==> src/rtl/uart_rx_pkg.sv <==
// Shared types and constants for the UART receive frame sequencer.
package uart_rx_pkg;

    typedef enum logic [2:0] {
        ST_IDLE   = 3'd0,
        ST_START  = 3'd1,
        ST_DATA   = 3'd2,
        ST_PARITY = 3'd3,
        ST_STOP   = 3'd4,
        ST_DONE   = 3'd5
    } rx_state_e;

    localparam int PRESC_8  = 8;
    localparam int PRESC_16 = 16;
    localparam int PRESC_32 = 32;

    // Check point sits just after the three majority samples around P/2.
    localparam int CHK_OFS = 2;
    localparam int END_OFS = 1;

endpackage

==> src/rtl/uart_rx_fsm.sv <==
// UART RX frame sequencer: drives the bit counter and per-bit strobes, reports data_valid.
// Optional UART_RX_FRAME_ERR_EN adds parity_error / framing_error pulse outputs.
module uart_rx_fsm
    import uart_rx_pkg::*;
#(
    parameter int DATA_WIDTH = 8,
    parameter int PRESC_W    = 6
) (
    input  logic               clk,
    input  logic               rst,
    input  logic               RX_IN,
    input  logic               PAR_EN,
    input  logic [PRESC_W-1:0] Prescale,
    input  logic [4:0]         edge_count,
    input  logic [3:0]         bit_count,
    input  logic               strt_glitch,
    input  logic               par_err,
    input  logic               stp_err,
    output logic               counter_enable,
    output logic               dat_samp_en,
    output logic               deser_en,
    output logic               strt_chk_en,
    output logic               par_chk_en,
    output logic               stp_chk_en,
    output logic               data_valid,
    output logic               busy
`ifdef UART_RX_FRAME_ERR_EN
    ,
    output logic               parity_error,
    output logic               framing_error
`endif
);

    rx_state_e          state_q, state_d;
    logic [PRESC_W-1:0] presc_q, presc_d;
    logic               par_en_q, par_en_d;
    logic               frame_err_q, frame_err_d;

    logic               presc_legal;
    logic               start_ok;
    logic [PRESC_W-1:0] edge_w;
    logic [PRESC_W-1:0] chk_pt;
    logic [PRESC_W-1:0] end_pt;
    logic               at_chk;
    logic               at_chk1;
    logic               at_end;
    logic               bit_last;

    assign presc_legal = (Prescale == PRESC_W'(PRESC_8))  ||
                         (Prescale == PRESC_W'(PRESC_16)) ||
                         (Prescale == PRESC_W'(PRESC_32));
    assign start_ok    = !RX_IN && presc_legal;

    // Timing points come from the latched ratio so mid-frame Prescale changes are harmless.
    assign edge_w   = PRESC_W'(edge_count);
    assign chk_pt   = (presc_q >> 1) + PRESC_W'(CHK_OFS);
    assign end_pt   = presc_q - PRESC_W'(END_OFS);
    assign at_chk   = (edge_w == chk_pt);
    assign at_chk1  = (edge_w == chk_pt + PRESC_W'(1));
    assign at_end   = (edge_w == end_pt);
    assign bit_last = (bit_count == 4'(DATA_WIDTH));

    always_ff @(posedge clk or negedge rst) begin
        if (!rst) begin
            state_q     <= ST_IDLE;
            presc_q     <= '0;
            par_en_q    <= 1'b0;
            frame_err_q <= 1'b0;
        end else begin
            state_q     <= state_d;
            presc_q     <= presc_d;
            par_en_q    <= par_en_d;
            frame_err_q <= frame_err_d;
        end
    end

    always_comb begin
        state_d        = state_q;
        presc_d        = presc_q;
        par_en_d       = par_en_q;
        frame_err_d    = frame_err_q;
        counter_enable = 1'b0;
        dat_samp_en    = 1'b0;
        deser_en       = 1'b0;
        strt_chk_en    = 1'b0;
        par_chk_en     = 1'b0;
        stp_chk_en     = 1'b0;
        data_valid     = 1'b0;
        busy           = 1'b0;
`ifdef UART_RX_FRAME_ERR_EN
        parity_error   = 1'b0;
        framing_error  = 1'b0;
`endif
        case (state_q)
            ST_IDLE: begin
                if (start_ok) begin
                    state_d  = ST_START;
                    presc_d  = Prescale;
                    par_en_d = PAR_EN;
                end
            end
            ST_START: begin
                counter_enable = 1'b1;
                dat_samp_en    = 1'b1;
                busy           = 1'b1;
                strt_chk_en    = at_chk;
                if (at_end) begin
                    if (strt_glitch) begin
                        state_d = ST_IDLE;
`ifdef UART_RX_FRAME_ERR_EN
                        framing_error = 1'b1;
`endif
                    end else begin
                        state_d = ST_DATA;
                    end
                end
            end
            ST_DATA: begin
                counter_enable = 1'b1;
                dat_samp_en    = 1'b1;
                busy           = 1'b1;
                deser_en       = at_chk;
                if (at_end && bit_last) begin
                    state_d = par_en_q ? ST_PARITY : ST_STOP;
                end
            end
            ST_PARITY: begin
                counter_enable = 1'b1;
                dat_samp_en    = 1'b1;
                busy           = 1'b1;
                par_chk_en     = at_chk;
                if (at_end) begin
                    frame_err_d = frame_err_q | par_err;
                    state_d     = ST_STOP;
                end
            end
            ST_STOP: begin
                counter_enable = 1'b1;
                dat_samp_en    = 1'b1;
                busy           = 1'b1;
                stp_chk_en     = at_chk;
                // Leave mid stop bit so a start edge right after it is caught.
                if (at_chk1) begin
                    state_d = ST_DONE;
                end
            end
            ST_DONE: begin
                busy        = 1'b1;
                data_valid  = !(frame_err_q | stp_err);
                frame_err_d = 1'b0;
`ifdef UART_RX_FRAME_ERR_EN
                parity_error  = frame_err_q;
                framing_error = stp_err;
`endif
                if (start_ok) begin
                    state_d  = ST_START;
                    presc_d  = Prescale;
                    par_en_d = PAR_EN;
                end else begin
                    state_d = ST_IDLE;
                end
            end
            default: begin
                state_d = ST_IDLE;
            end
        endcase
    end

endmodule

==> config.mk <==
export PLATFORM = sky130hd
export DESIGN_NAME = uart_rx_fsm
export DESIGN_NICKNAME = d
export VERILOG_FILES = /design/src/rtl/uart_rx_pkg.sv /design/src/rtl/uart_rx_fsm.sv
export SDC_FILE = /design/constraint.sdc
export NUM_CORES = 1
export LEC_CHECK = 0
export CORE_ASPECT_RATIO = 1.25
export CORE_UTILIZATION = 40
export DETAILED_ROUTE_END_ITERATION = 12
export DONT_BUFFER_PORTS = 1
export SLEW_MARGIN = 0
export SYNTH_ARGS = -nofsm -noshare
export SYNTH_HDL_FRONTEND = slang
export SYNTH_SLANG_ARGS = --single-unit
==> constraint.sdc <==
create_clock -name clk -period 2.3 [get_ports clk]
set_clock_uncertainty 0.2 [all_clocks]
set_input_delay 0.115 -clock clk [delete_from_list [all_inputs] [get_ports clk]]
set_output_delay 0.115 -clock clk [all_outputs]
set_load 0.02 [all_outputs]
* Yosys cells after proc, flatten, opt, wreduce, memory -nomap -nowiden *
Index checks and enable logic that the tools add are counted.
W data, S select, Z words.

word-level totals
  register bits after elaboration = 11
  input bits = 22
  output and inout bits = 8
  logic and storage cells = 58

cells by class
  add/subtract/negate cells = 3
  equality and inequality tests = 17
  muxes and demuxes = 18
  bitwise logic cells = 2
  reductions and logical operators = 14

operators with widths
  operator               number
  $eq A5 B6 Y1           3
  $mux W3                6
  $pmux W3 S6            1
  $ne A2 B2 Y1 const B   5
  $mux W1                9
  $add A5 B2 Y6 const B  1
  $add A6 B1 Y6 const B  1
  $eq A3 B2 Y1 const B   2
  $eq A3 B3 Y1 const B   2
  $eq A6 B4 Y1 const B   1
  $eq A6 B5 Y1 const B   1
  $eq A6 B6 Y1 const B   1
  $sub A6 B1 Y6 const B  1
  $reduce_and A5 Y1      1
  $reduce_or A5 Y1       1
  $eq A4 B4 Y1 const B   1
  $reduce_and A2 Y1      2
  $reduce_or A4 Y1       1
  $eq A3 B1 Y1 const B   1
  $logic_not A3 Y1       1
  $logic_and A1 B1 Y1    2
  $logic_not A1 Y1       2
  $logic_or A1 B1 Y1     2
  $mux W2                1
  other kinds (4)        5

* Logic depth before layout (Yosys ltp) *
  depth in word-level cells = 6
  depth in mapped cells = 8
  gate-level depth less buffers = 8

* Worst setup path before layout *
Ideal clock, no wire load.

  path kind = flip-flop to output port
  start = register presc_q[2]
  end = output deser_en
  arrival = 2,205 ps
  path slack = -220 ps
  stages on the path, launching flop included = 9
  buffers on the path = 0
  cells stage by stage = dfrtp_1 inv_1 ha_1 xnor2_1 nand2_1 a31oi_1 nand4_1 or2_2 nor3b_1

between the ends
  longest elaborated chain between the ends = 3

ends and longest elaborated chain
  what                      RTL line           text
  start: declaration        uart_rx_fsm.sv:35  logic [PRESC_W-1:0] presc_q, presc_d;
  start signal: assignment  uart_rx_fsm.sv:71  presc_q <= presc_d;
  $add A5 B2 Y6             uart_rx_fsm.sv:56  assign chk_pt = (presc_q >> 1) + PRESC_W'(CHK_OFS);
  $eq A5 B6 Y1              uart_rx_fsm.sv:58  assign at_chk = (edge_w == chk_pt);
  $mux W1                   uart_rx_fsm.sv:94  case (state_q)
  end: declaration          uart_rx_fsm.sv:21  output logic deser_en,

No other way between the ends.

* Worst setup path after layout *
Ends and elaborated chain as after synthesis.

==> qor.tcl <==
set qor(worst_r2r_path_depth) 9
set qor(drc) 0
set qor(post-synth-top-area-cell) {sky130_fd_sc_hd__dfrtp_1}
set qor(synth-async-reset-ratio) 1.00
set qor(outcome) {complete, but fails checks}
set qor(seqCellArea_um2) 275
set qor(setup_ws_ns) -0.0705
set qor(r2r_start) {presc_q[2]}
set qor(stdcell_area_um2) 1440
set qor(number_of_antenna_violations_at_the_first_check_in_global_routing) 0
set qor(r2r_setup_slk_ns) 0.09
set qor(violated_checks) {negative setup slack}
set qor(synth-warning-count) 0
set qor(dpl_cell_area_um2) 1200
set qor(core.rowCount) 20
set qor(synth_enable_flop_cells) 0
set qor(worstSetupStartpointType) {register}
set qor(yosys.cell_types.count) 42
set qor(cts_num_sinks) 11
set qor(clock_latency_ns) 0.26
set qor(part_of_the_yosys_area_used_for_sequential_elements) 0.256
set qor(timing.max_slew.rel_slack) 0.671
set qor(finalMaxSlewViolations) 0
set qor(ff_latch_count_synth) 11
set qor(synth.top_cells.by_area) {sky130_fd_sc_hd__dfrtp_1 26%, sky130_fd_sc_hd__xnor2_1 9.0%, sky130_fd_sc_hd__ha_1 8.1%}
set qor(synthesis.area_per_instance_um2) 8.75
set qor(io-pin-count) 30
set qor(place_inst) 164
set qor(peakVddDrop_mv) 0.772
set qor(drtIter0Drc) 15
set qor(synth_cells) 123
set qor(clkTransAtPathRegs_ns) 0.06
set qor(timing.final.setup_violations) 2
set qor(grt_most_used_layer) {met2}
set qor(final_antenna_net_count) 0
set qor(numPortBuffers) 0
set qor(cts_buffers) 3
set qor(post_synth_instance_area_um2) 1080
set qor(fp.dieW_um) 48.4
set qor(global_route.usage.total) 0.190
set qor(floorplan.die_area_um2) 2900
set qor(met3_usage) 0.0102
set qor(max-clock-path-buffers) 2
set qor(layout_worst_path_cycle_share) 1.03
set qor(layout.filler_cells) 239
set qor(yosysTopAreaCellShare) 0.256
set qor(wirelength_um) 2570
set qor(achievable_frequency_ghz) 0.422
set qor(place.detailed.hpwl_um) 1840
set qor(route.detailed.wl_per_inst_um) 14.0
set qor(die_height_um) 60.0
set qor(pin_count_of_the_biggest_net_entering_global_routing) 15
set qor(synth.top_cells.by_count) {11 x sky130_fd_sc_hd__dfrtp_1, 11 x sky130_fd_sc_hd__xnor2_1, 10 x sky130_fd_sc_hd__o21ai_0}
set qor(fin_tns_setup_ns) -0.0814
set qor(static-leakage-power_nw) 0.621
set qor(grt.met2_usage) 0.348
set qor(ys.flop_type) {sky130_fd_sc_hd__dfrtp_1}
set qor(finalWeightedCongestion) 0.893
set qor(dp_worst_setup_slack_ns) 0.0110
set qor(cp.buffers_inverters) 1
set qor(cp_endpoint_kind) {output port}
set qor(global_route_wire_length_before_repair_um) 4110
set qor(fin_crit_ns) 2.37
set qor(timing.hold.worst.class) {input port to asynchronous set/reset pin}
set qor(grt_overflow) 0
set qor(flow.area_growth_from_synthesis_pct) 33.6
set qor(worst-path-max-fanout) 4
set qor(power.density_nw_per_um2) 1240
set qor(path_delay_family) {simple AND/OR/NAND/NOR gates}
set qor(share_of_cells_above_drive_strength_1) 0.291
set qor(timing.critical_path.slowest_stage_cell) {sky130_fd_sc_hd__dfrtp_1}
set qor(report.final.hold_viol_count) 0
set qor(drt-vias-per-instance) 5.31
set qor(critical_path.cell_chain) {buf_4, ha_2, xor2_2, xnor2_1, nand4_1, or2_4, nor3b_4}
set qor(setup.worst_path.class) {register to output port}
set qor(syn-num-nets) 152
set qor(cts_htree_levels) 1
set qor(clk_root_buffer_cell) {sky130_fd_sc_hd__clkbuf_4}
set qor(required_ns) 1.99
set qor(multi_input_area_um2) 816
set qor(cts_tree) {done}
set qor(number_of_global_route_vias_before_repair) 926
set qor(worstMarginPinSlew_ns) 0.491
set qor(post_layout_nonfiller_instances) 184
set qor(grt_setup_unrepaired) {yes}
set qor(timing.critical_path.slowest_cell_delay_ns) 0.38
set qor(detail_route.first_pass.iterations) 4
set qor(diodes) 0
set qor(core_region_area_um2) 2500
set qor(arrival_ns) 2.06
set qor(drv_cap) 0
set qor(detailroute.via_count) 977
set qor(met1_usage) 0.232
set qor(fin_nets) 181
set qor(worst_r2r_endpoint) {state_q[0]}
set qor(start_util) 0.430
## final cells by class
type,count,share of cell area
flip-flops and latches,11,0.191
well taps,33,0.0287
multi-input cells,99,0.567
clock buffers,4,0.0183
inverters,7,0.0183
repair buffers,30,0.176
## through the flow
stage	hold slack, ns	util	total power, mW
3_5_place_dp	-0.380	0.479	1.40
5_1_grt	0.0772	0.575	1.92
4_1_cts	0.0483	0.554	1.69
2_1_floorplan	-0.381	-	1.15
3_3_place_gp	-0.380	0.479	1.37
6_report	0.0516	0.575	1.78
## how the worst max path moves through the flow
stage                     startpoint          to  slack (ns)  cells past startpoint
after global placement    presc_q[2]    deser_en        0.05                      7
after floorplan           presc_q[2]  par_chk_en      -0.009                      8
after CTS                 presc_q[2]    deser_en       -0.06                      8
after detailed placement  presc_q[3]    deser_en        0.01                      8
after global routing      presc_q[2]    deser_en       -0.18                      8
final                     presc_q[2]    deser_en       -0.07                      7
## timing repair
item,4_1_cts,5_1_grt
cloned,0,0
resized for setup,7,7
hold endpoints to repair,20,1
hold buffers,9,3
pin swaps,4,9
buffers inserted,5,0
setup endpoints to repair,3,9
## placed cells by master (no fill, tap or decap), types with 3 or more instances in the layout
cell and count:
sky130_fd_sc_hd__nor2_1 6, sky130_fd_sc_hd__clkbuf_4 3, sky130_fd_sc_hd__ha_1 4, sky130_fd_sc_hd__inv_1 5, sky130_fd_sc_hd__nand2b_1 3, sky130_fd_sc_hd__buf_4 19, sky130_fd_sc_hd__mux2_2 4, sky130_fd_sc_hd__o21ai_0 8
sky130_fd_sc_hd__dlygate4sd3_1 11, sky130_fd_sc_hd__dfrtp_1 11, sky130_fd_sc_hd__nand3_1 4, sky130_fd_sc_hd__a21oi_1 7, sky130_fd_sc_hd__xnor2_1 10, sky130_fd_sc_hd__xor2_1 6, sky130_fd_sc_hd__nand2_1 9
## state kept, by name (all words and copies together), names as in the netlist
signal / count
presc_q: 6
state_q: 3
frame_err_q: 1
par_en_q: 1
## worst register-to-register path, stage by stage, from the launching register on
cell                        delay (ns)
sky130_fd_sc_hd__dfrtp_1          0.35
sky130_fd_sc_hd__inv_2            0.07
sky130_fd_sc_hd__buf_4            0.14
sky130_fd_sc_hd__buf_4            0.14
sky130_fd_sc_hd__ha_4             0.15
sky130_fd_sc_hd__a21o_1           0.21
sky130_fd_sc_hd__a2111oi_4        0.38
sky130_fd_sc_hd__o211a_1          0.25
sky130_fd_sc_hd__or3_1            0.12
sky130_fd_sc_hd__and3_1           0.15
## per-layer routing
| layer | routed length [um] | up-vias |
|---|---|---|
| met5 | 0 | - |
| met4 | 59 | 0 |
| met3 | 87 | 7 |
| met2 | 1320 | 27 |
| met1 | 1100 | 454 |
| li1 | - | 489 |
## power breakdown
group          leakage [nW]  internal (mW)  switching (mW)
Clock                0.0150         0.0670          0.0578
Sequential            0.136          0.267           0.111
Combinational         0.470          0.631           0.641
Total                 0.621          0.966           0.810
## kinds of logic (layout without fill, tap and decap cells)
group	after synthesis	count (layout)	synth area share
compound gates	32	32	0.198
xor+xnor	19	19	0.167
fa+ha+maj	7	7	0.0814
buf+inv	13	41	0.0570
flops	11	11	0.256
mux	4	4	0.0419
simple gates	37	37	0.199
No activity file was read; power rests on OpenSTA's default activity.
